File: src/rtl/mux_pkg.sv
// Shared types and constants for the two-source round-robin mux arbiter.
// Holds the arbiter state enum, the sel encodings and the default data width.
package mux_pkg;

   localparam int DEFAULT_WIDTH = 4;

   localparam logic SEL_A = 1'b0;
   localparam logic SEL_B = 1'b1;

   typedef enum logic [1:0] {
      ST_IDLE   = 2'd0,
      ST_LAST_A = 2'd1,
      ST_LAST_B = 2'd2
   } arb_state_t;

endpackage

File: src/rtl/rr_grant_2.sv
// Combinational two-way round-robin grant logic.
// Optional burst priority is enabled by defining MUX_ARB_BURST_EN.
module rr_grant_2
   import mux_pkg::*;
#(
   parameter int MAX_BURST = 4
) (
   input  logic       a_valid,
   input  logic       b_valid,
   input  arb_state_t state,
   input  logic [3:0] burst_cnt,
   output logic       grant_a,
   output logic       grant_b
);

   localparam logic [3:0] BURST_LIMIT = 4'(MAX_BURST - 1);

   logic prio_a;

   // A leads unless A won last; with bursts the owner may keep the lead.
   always_comb begin
      prio_a = (state != ST_LAST_A);
`ifdef MUX_ARB_BURST_EN
      if (state == ST_LAST_A && a_valid && burst_cnt < BURST_LIMIT) begin
         prio_a = 1'b1;
      end else if (state == ST_LAST_B && b_valid && burst_cnt < BURST_LIMIT) begin
         prio_a = 1'b0;
      end
`endif
      grant_a = a_valid && (prio_a || !b_valid);
      grant_b = b_valid && (!prio_a || !a_valid);
   end

`ifndef MUX_ARB_BURST_EN
   logic unused_burst;
   assign unused_burst = ^{burst_cnt, BURST_LIMIT};
`endif

endmodule

File: src/rtl/mux_rr_arbiter.sv
// Registered two-source round-robin arbiter feeding the 4-bit 2:1 mux datapath.
// Define MUX_ARB_BURST_EN to let a source hold the grant for up to MAX_BURST words.
module mux_rr_arbiter
   import mux_pkg::*;
#(
   parameter int WIDTH     = DEFAULT_WIDTH,
   parameter int MAX_BURST = 4
) (
   input  logic             clk,
   input  logic             rst_n,
   input  logic [WIDTH-1:0] a,
   input  logic             a_valid,
   output logic             a_ready,
   input  logic [WIDTH-1:0] b,
   input  logic             b_valid,
   output logic             b_ready,
   output logic [WIDTH-1:0] y,
   output logic             y_valid,
   input  logic             y_ready,
   output logic             sel
);

   arb_state_t       state_q, state_d;
   logic [WIDTH-1:0] y_q, y_d;
   logic             y_valid_q, y_valid_d;
   logic             sel_q, sel_d;
   logic             load;
   logic             grant_a, grant_b;
   logic [3:0]       burst_cnt;

   rr_grant_2 #(
      .MAX_BURST (MAX_BURST)
   ) u_grant (
      .a_valid   (a_valid),
      .b_valid   (b_valid),
      .state     (state_q),
      .burst_cnt (burst_cnt),
      .grant_a   (grant_a),
      .grant_b   (grant_b)
   );

   assign load    = !y_valid_q || y_ready;
   assign a_ready = load && grant_a;
   assign b_ready = load && grant_b;

   // Output stage and priority FSM only move when the output register can load.
   always_comb begin
      state_d   = state_q;
      y_d       = y_q;
      sel_d     = sel_q;
      y_valid_d = y_valid_q;
      if (load) begin
         y_valid_d = a_ready || b_ready;
         if (a_ready) begin
            y_d     = a;
            sel_d   = SEL_A;
            state_d = ST_LAST_A;
         end else if (b_ready) begin
            y_d     = b;
            sel_d   = SEL_B;
            state_d = ST_LAST_B;
         end
      end
   end

   always_ff @(posedge clk or negedge rst_n) begin
      if (!rst_n) begin
         state_q   <= ST_IDLE;
         y_q       <= '0;
         sel_q     <= SEL_A;
         y_valid_q <= 1'b0;
      end else begin
         state_q   <= state_d;
         y_q       <= y_d;
         sel_q     <= sel_d;
         y_valid_q <= y_valid_d;
      end
   end

`ifdef MUX_ARB_BURST_EN
   logic [3:0] cnt_q, cnt_d;
   logic [3:0] cnt_inc;

   assign cnt_inc = (cnt_q == 4'hF) ? cnt_q : cnt_q + 4'd1;

   // Counts repeat grants to the current owner; any hand-off or owner idle clears it.
   always_comb begin
      cnt_d = cnt_q;
      if (a_ready) begin
         cnt_d = (state_q == ST_LAST_A) ? cnt_inc : 4'd0;
      end else if (b_ready) begin
         cnt_d = (state_q == ST_LAST_B) ? cnt_inc : 4'd0;
      end else if ((state_q == ST_LAST_A && !a_valid) ||
                   (state_q == ST_LAST_B && !b_valid)) begin
         cnt_d = 4'd0;
      end
   end

   always_ff @(posedge clk or negedge rst_n) begin
      if (!rst_n) begin
         cnt_q <= 4'd0;
      end else begin
         cnt_q <= cnt_d;
      end
   end

   assign burst_cnt = cnt_q;
`else
   assign burst_cnt = 4'd0;
`endif

   assign y       = y_q;
   assign y_valid = y_valid_q;
   assign sel     = sel_q;

endmodule
File: config.mk
export PLATFORM = sky130hd
export DESIGN_NAME = mux_rr_arbiter
export DESIGN_NICKNAME = d
export VERILOG_FILES = /design/src/rtl/mux_pkg.sv /design/src/rtl/rr_grant_2.sv /design/src/rtl/mux_rr_arbiter.sv
export SDC_FILE = /design/constraint.sdc
export NUM_CORES = 1
export LEC_CHECK = 0
export CAP_MARGIN = 20
export CORE_AREA = 2 2 39 41
export CTS_CLUSTER_DIAMETER = 50
export DETAILED_ROUTE_END_ITERATION = 6
export DIE_AREA = 0 0 41 43
export PLACE_DENSITY = 0.74
export SLEW_MARGIN = 0
export SYNTH_ARGS = -nofsm -noshare
export SYNTH_HDL_FRONTEND = slang
export SYNTH_HIERARCHICAL = 1
export SYNTH_SLANG_ARGS = --single-unit
File: constraint.sdc
create_clock -name clk -period 3.2 [get_ports clk]
set_input_delay 0.96 -clock clk [delete_from_list [all_inputs] [get_ports clk]]
set_output_delay 0.96 -clock clk [all_outputs]
set_load 0.05 [all_outputs]
==> run metrics, run 1 <==
crit path kind in2out; Synth-to-Final Area Change 62.24%; nets@finish 80; Hold Vio Cnt, Final 0; Critical Path Source Type input port; total chip power between 400 and 500 uW; clk root buf clkbuf_4; CTS tree done; post-DP HPWL 714 um; first-pass GRT wire length 1449 um; crit-path max cell delay 0.52 ns; initial antenna violation count 0; CP max-delay cell clkdlybuf4s50_1; DR WL met3 between 40 and 50 um; port bufs 20; total global-route track usage 0.1285; First-pass DRT Iterations 4; DR iter-0 viols 3; worst hold path class reg2reg; crit path DAT 2.09 ns; worst r2r path cells 6; Worst-path clk slew 0.05 ns; gpl congestion between 0.7 and 0.8; ratio of final minimum period to clock period 0.9545; final slew viol count 0; vias per cell 4.720; routed length per placed instance around 11 um; Core Region approximately 1400 sq um; number of global-route vias before repair roughly 340; Worst Path Max Fanout 12; Antenna Violating Nets Remaining 0; post-CTS setup buffer count 0; initial core utilization 0.2993; DRC viols 0; IO Count 21; critical path endpoint category primary output; Synth Area per Inst 9.631 sq um; critical path depth 4; H-tree depth 1; Post-Place Cells 78; Core Rows 14; Die Y 43 um; Leakage about 0.00030 uW; max_slew headroom 0.6697; total die area 1763 sq um; worst-margin pin slew 0.4940 ns; cts hold-fix bufs 0; CP Cell Sequence clkdlybuf4s50_1 > nand2b_4 > and2_1 > buf_12; Hold Path Cell Cnt 1; Yosys warning total 6; post-cts sizing count 0; metal2 WL around 470 um; share of layout cells above drive strength 1 0.1667; peak supply drop 0.3185 mV; clk_skew 0.0009892 ns; status finished clean; CTS max path bufs 2; Post-Synthesis Cells 43; pin count of the biggest net entering global routing 13; TritonCTS buffer count 3; max layer used met3; Crit path max-delay family buffers and inverters; chip width 41 um; diode count 0; CP Data Required Time between 2 and 2.5 ns; fin cells 82; Fill cells 140; final wirelength 940 um; DR vias 387; RSZ-0062 raised after global routing no; Achievable Freq approximately 330 MHz; max-cap viol count 0; WP buf/inv 2; Netlist Area Pre-Place a little over 400 sq um; Synthesized Nets 56; R2R Setup Slk 1.93 ns; GRT overflow 0; Clock Latency Late Sink roughly 0.25 ns; Final min period 3.055 ns; setup TNS 0 ns; pwr dens 729.7 nW/um^2; Metal-1 WL around 420 um; clock sink total 7; final setup fails 0
## power breakdown
part | switching [uW] | leakage, uW | internal, uW | total, uW
combinational | 157 | 0.000203 | 113 | 270
sequential | 23.3 | 0.0000818 | 116 | 140
clock | 33.1 | 0.0000150 | 47.6 | 80.7
## layer usage
layer	global-route usage	vias to the layer above
met2	0.1563	11
met3	0.04712	0
li1	-	201
met4	0.1000	0
met1	0.1749	175
met5	0	-
## worst reg2reg max path, cell delays in order (launching register included)
cell	delay (ns)
dfrtp_1	0.41
nor2b_4	0.13
o21a_1	0.15
buf_4	0.18
nor2b_1	0.06
a31oi_1	0.16
o21ai_1	0.07
## through the flow
stage          cell area (sq um)  utilization  worst slack [ns]  hold WS (ns)
6_report                   671.9       0.4855            0.1455        0.4876
5_1_grt                    671.9       0.4855           0.09010        0.5043
2_1_floorplan              414.1            -            0.5056        0.4505
4_1_cts                    671.9       0.4855            0.1481        0.4872
3_3_place_gp               645.6       0.4665            0.1745        0.4772
3_5_place_dp               645.6       0.4665            0.1407        0.4754
## placed cells by master, fill, tap and decap left out, types with 3 or more instances in the layout
master and n:
clkdlybuf4s50_1 18, a31oi_1 8, dfrtp_1 7, nor2b_1 4, o21ai_1 4, and3b_1 3, clkbuf_4 3
## final cells by class
| class | instances | area [sq um] | share of cell area |
|---|---|---|---|
| Timing Repair Buffer | 22 | 235.2 | 0.3501 |
| Multi-Input combinational cell | 31 | 207.7 | 0.3091 |
| Tap cell | 16 | 20.02 | 0.02980 |
| Clock buffer | 4 | 26.28 | 0.03911 |
| Inverter | 2 | 7.507 | 0.01117 |
| Sequential cell | 7 | 175.2 | 0.2607 |
## state kept, by name, indices dropped and copies added (netlist names)
register / flops
y_valid: 1
y: 4
state_q: 2
## final timing paths
path,start,to
worst min register to register,state_q[0]$_DFFE_PN0P_,state_q[0]$_DFFE_PN0P_
worst min-delay path,state_q[0]$_DFFE_PN0P_,state_q[0]$_DFFE_PN0P_
worst max register to register,state_q[1]$_DFFE_PN0P_,y[1]$_DFFE_PN0P_
max in group asynchronous,rst_n,y[2]$_DFFE_PN0P_
min in group asynchronous,rst_n,state_q[0]$_DFFE_PN0P_
worst max-delay path,y_ready,a_ready
(Power assumes the default switching activity.)
==> run 2, diff against run 1 <==
ABC_AREA = 1   (was default)
==> run metrics, run 2 <==
pwr dens 950.1 nW/um^2 (+30%); Netlist Area Pre-Place 405.4 sq um (-2.1%); Leakage 0.0003677 uW (+23%); DR vias 402 (+3.9%); status finished clean; Core Region 1384 sq um (unchanged); Critical Path Source Type input port; Achievable Freq 334.1 MHz (+2.0%); vias per cell 4.188 (-11%); Worst Path Max Fanout 7 (-5); DP Worst Slack 0.2073 ns (+0.06654 ns); crit path DAT 2.03 ns (-0.06 ns); critical path endpoint category primary output; CTS max path bufs 2 (unchanged); gpl congestion 0.7499 (+0.77%); crit path kind in2out; clock sink total 7 (unchanged); clk_skew 0.004685 ns (+0.003696 ns); cts hold-fix bufs 0 (unchanged); H-tree depth 1 (unchanged); pin count of the biggest net entering global routing 8 (-5); initial antenna violation count 0 (unchanged); total global-route track usage 0.1247 (-0.003796); nets@finish 94 (+18%); worst setup margin 0.2068 ns (+0.06127 ns); IO Count 21 (unchanged); TritonCTS buffer count 3 (unchanged); Yosys warning total 6 (unchanged); total die area 1763 sq um (unchanged); worst hold path class reg2reg; ratio of final minimum period to clock period 0.9354 (-0.01915); post-cts sizing count 0 (unchanged); Synthesized Nets 68 (+21%); share of layout cells above drive strength 1 0.1875 (+0.02083); CTS tree done; initial core utilization 0.2929 (-0.006329); commonest non-fill, non-tap cells in the layout 18 x nand2_1, 18 x clkdlybuf4s50_1, 11 x inv_1, 8 x nand3_1, 7 x dfrtp_1; Final min period 2.993 ns (-0.06127 ns); post-CTS setup buffer count 0 (unchanged); final setup fails 0 (unchanged); setup TNS 0 ns (unchanged); Clock Latency Late Sink 0.25 ns (about the same); RSZ-0062 raised after global routing no; Core Rows 14 (unchanged); final wirelength 837 um (-11%); multi-input logic area 175.2 sq um (-16%); GRT overflow 0 (unchanged); max-cap viol count 0 (unchanged); hold wc startpoint y[0]$_DFFE_PN0P_; Antenna Violating Nets Remaining 0 (unchanged); max reg flops 4 (unchanged); final slew viol count 0 (unchanged); Fill cells 146 (+4.3%); crit-path max cell delay 0.52 ns (about the same); number of global-route vias before repair 389 (+16%); Reg2Reg Launch Point state_q[1]$_DFFE_PN0P_; CP Data Required Time 2.24 ns (about the same); Synth-to-Final Area Change 67.59%; CP startpoint a_valid; worst-margin pin slew 0.4944 ns (+0.0003859 ns); Worst-path clk slew 0.05 ns (about the same); CP Cell Sequence clkdlybuf4s50_1 > nand2_1 > nand2_1 > nand2_4 > inv_1 > buf_12; Reg area 175.2 sq um (unchanged); CP most frequent cell nand2_1; chip width 41 um (unchanged); Hold Vio Cnt, Final 0 (unchanged); clk root buf clkbuf_4; first-pass GRT wire length 1442 um (-0.48%); Synth Area per Inst 7.371 sq um (-23%); peak supply drop 0.4392 mV (+38%); routed length per placed instance 8.719 um (-24%); First-pass DRT Iterations 1 (-3); diode count 0 (unchanged); Die Y 43 um (unchanged); Post-Synthesis Cells 55 (+28%); DRC viols 0 (unchanged); DR iter-0 viols 0 (-3); max_slew headroom 0.6694 (about the same); CP max-delay cell clkdlybuf4s50_1; port bufs 20 (unchanged); post-DP HPWL 693.9 um (-2.8%)
-- run 2: cell types whose count changed in the layout (fill, tap and decap cells not counted), sizes merged, moves of 4 or more --
cell   previous run  this run
a31oi             8         0
and3b             4         0
inv               2        14
nand2             2        23
nand3             0         8
nor2b             5         0
o21ai             4         0
-- run 2: stage by stage --
step | power, uW | instance area [sq um] | std cells | hold slack [ns] | util
after floorplan | 421.8 | 405.4 | 55 | 0.4618 | -
after CTS | 655.9 | 679.4 | 96 | 0.4872 | 0.4910
after global routing | 687.4 | 679.4 | 96 | 0.5127 | 0.4910
final | 645.5 | 679.4 | 96 | 0.4790 | 0.4910
after detailed placement | 570.9 | 653.1 | 92 | 0.4699 | 0.4720
after global placement | 565.2 | 653.1 | 92 | 0.4700 | 0.4720
-- run 2: final cells by class --
type,count,share of cell area
Timing Repair Buffer,21,0.3352
Sequential cell,7,0.2578
Multi-Input combinational cell,34,0.2578
Inverter,14,0.08103
Clock buffer,4,0.03867
Tap cell,16,0.02947
-- run 2: path summary, 6_finish.rpt --
| kind | end | cells past startpoint | slack, ns |
|---|---|---|---|
| worst max-delay path | a_ready | 6 | 0.21 |
| worst min-delay path | y[0]$_DFFE_PN0P_ | 2 | 0.48 |
| worst max register to register | y[3]$_DFFE_PN0P_ | 8 | 2.07 |
| worst min register to register | y[0]$_DFFE_PN0P_ | 2 | 0.48 |
| max in group asynchronous | y[1]$_DFFE_PN0P_ | 1 | 2.01 |
| min in group asynchronous | y[0]$_DFFE_PN0P_ | 1 | 0.96 |
-- run 2: where the power goes --
part / internal, uW / switching, uW / total, uW
Clock: 47.6 / 32.4 / 80.0
Sequential: 131 / 25.5 / 157
Combinational: 147 / 262 / 409
-- run 2: layer usage --
metal / vias to the layer above / share of wire / track usage
li1: 211 / - / -
met1: 175 / 0.41 / 0.1362
met2: 16 / 0.48 / 0.1906
met3: 0 / 0.11 / 0.09424
met4: 0 / 0 / 0.02000
met5: - / 0 / 0
-- run 2: critical path, delay by kind of cell --
kind,cells,cell delay (ns)
buffers and inverters,3,0.78
AND/OR/NAND/NOR,3,0.29
==> run 3, diff against run 2 <==
clock period = 3.5 ns   (was 3.2 ns; I/O delays follow)
==> run metrics, run 3 (synthesized netlist as in run 2, its figures left out) <==
clk_skew 0.002322 ns (-0.002363 ns); Final min period 3.238 ns; worst hold path class reg2reg; Antenna Violating Nets Remaining 0 (unchanged); Hold Vio Cnt, Final 0 (unchanged); Post-Place Cells 91 (-1.1%); Leakage 0.0003629 uW (-1.3%); Fill cells 140 (-4.1%); status finished clean; crit path DAT 2.19 ns (+0.16 ns); crit-path max cell delay 0.51 ns (about the same); max_slew headroom 0.6671 (-0.002318); final slew viol count 0 (unchanged); CTS tree done; dpl cell area 645.6 sq um (-1.1%); pwr dens 865.9 nW/um^2 (-8.9%); total chip power 581.8 uW (-9.9%); initial antenna violation count 0 (unchanged); gpl congestion 0.7160 (-4.5%); peak supply drop 0.3815 mV (-13%); nets@finish 93 (-1.1%); commonest non-fill, non-tap cells in the layout 18 x nand2_1, 18 x clkdlybuf4s50_1, 11 x inv_1, 8 x nand3_1, 7 x dfrtp_1; max-cap viol count 0 (unchanged); GRT overflow 0 (unchanged); port bufs 20 (unchanged); final setup fails 0 (unchanged); CP most frequent cell nand2_1; fin cells 95 (-1.0%); H-tree depth 1 (unchanged); DR vias 388 (-3.5%); TritonCTS buffer count 3 (unchanged); total global-route track usage 0.1259 (+0.001142); Core Rows 14 (unchanged); post-DP HPWL 669 um (-3.6%); ratio of final minimum period to clock period 0.9252; Die Y 43 um (unchanged); IO Count 21 (unchanged); total die area 1763 sq um (unchanged); DR iter-0 viols 1 (+1); crit path kind in2out; vias per cell 4.084 (-2.5%); routed length per placed instance 8.326 um (-4.5%); First-pass DRT Iterations 2 (+1); worst-margin pin slew 0.4978 ns (+0.003466 ns); DRC viols 0 (unchanged); post-cts sizing count 0 (unchanged); critical path endpoint category primary output; setup TNS 0 ns (unchanged); Core Region 1384 sq um (unchanged); clock sink total 7 (unchanged); chip width 41 um (unchanged); cts hold-fix bufs 0 (unchanged); number of global-route vias before repair 382 (-1.8%); pin count of the biggest net entering global routing 8 (unchanged); Worst-path clk slew 0.05 ns (about the same); initial core utilization 0.2929 (unchanged); CTS max path bufs 2 (unchanged); CP Cell Sequence clkdlybuf4s50_1 > nand2_1 > nand2_1 > nand2_4 > inv_1 > buf_12; max reg flops 4 (unchanged); Achievable Freq 308.8 MHz; clk root buf clkbuf_4; diode count 0 (unchanged); share of layout cells above drive strength 1 0.1772 (-0.01028); CP Data Required Time 2.45 ns (+0.21 ns); CP max-delay cell clkdlybuf4s50_1; Synth-to-Final Area Change 65.74%; first-pass GRT wire length 1449 um (+0.49%); RSZ-0062 raised after global routing no; Worst Path Max Fanout 7 (unchanged); Final Instance Area 671.9 sq um (-1.1%); final wirelength 791 um (-5.5%); Clock Latency Late Sink 0.25 ns (about the same); Critical Path Source Type input port; post-CTS setup buffer count 0 (unchanged)
-- run 3: cell type report --
cell class                      instances  area (sq um)  area share
Clock buffer                            4         26.28     0.03911
Inverter                               14         55.05     0.08194
Sequential cell                         7         175.2      0.2607
Timing Repair Buffer                   20         220.2      0.3277
Tap cell                               16         20.02     0.02980
Multi-Input combinational cell         34         175.2      0.2607
-- run 3: worst paths after layout --
check / start / endpoint / slack, ns / cells past startpoint
setup / recovery: a_valid / a_ready / 0.26 / 6
hold / removal: y[0]$_DFFE_PN0P_ / y[0]$_DFFE_PN0P_ / 0.48 / 2
setup reg to reg: state_q[1]$_DFFE_PN0P_ / y[1]$_DFFE_PN0P_ / 2.33 / 9
hold reg to reg: y[0]$_DFFE_PN0P_ / y[0]$_DFFE_PN0P_ / 0.48 / 2
max in group asynchronous: rst_n / y[1]$_DFFE_PN0P_ / 2.23 / 1
min in group asynchronous: rst_n / y[0]$_DFFE_PN0P_ / 1.05 / 1
-- run 3: where the power goes --
group	switching [uW]	leakage, uW	internal [uW]
clock	28.0	0.0000150	43.4
combinational	238	0.000266	130
sequential	22.8	0.0000822	120
total	289	0.000363	293
-- run 3: stage by stage --
step / hold WS (ns) / setup WS [ns] / util
finish: 0.4763 / 0.2616 / 0.4855
global route: 0.5025 / 0.1679 / 0.4855
CTS: 0.4792 / 0.2463 / 0.4855
detailed placement: 0.4650 / 0.2537 / 0.4665
global placement: 0.4686 / 0.2808 / 0.4665
floorplan: 0.4618 / 0.7023 / -
-- run 3: routing by layer --
metal / up-vias / global-route usage / part of all wire
met2: 16 / 0.1813 / 0.46
met5: - / 0 / 0
met3: 0 / 0.09424 / 0.097
met1: 165 / 0.1500 / 0.44
met4: 0 / 0.02000 / 0
li1: 207 / - / -
-- run 3: critical path, delay by kind of cell --
kind,cells,cell delay [ns]
and+or+nand+nor,3,0.36
buffers and inverters,3,0.77
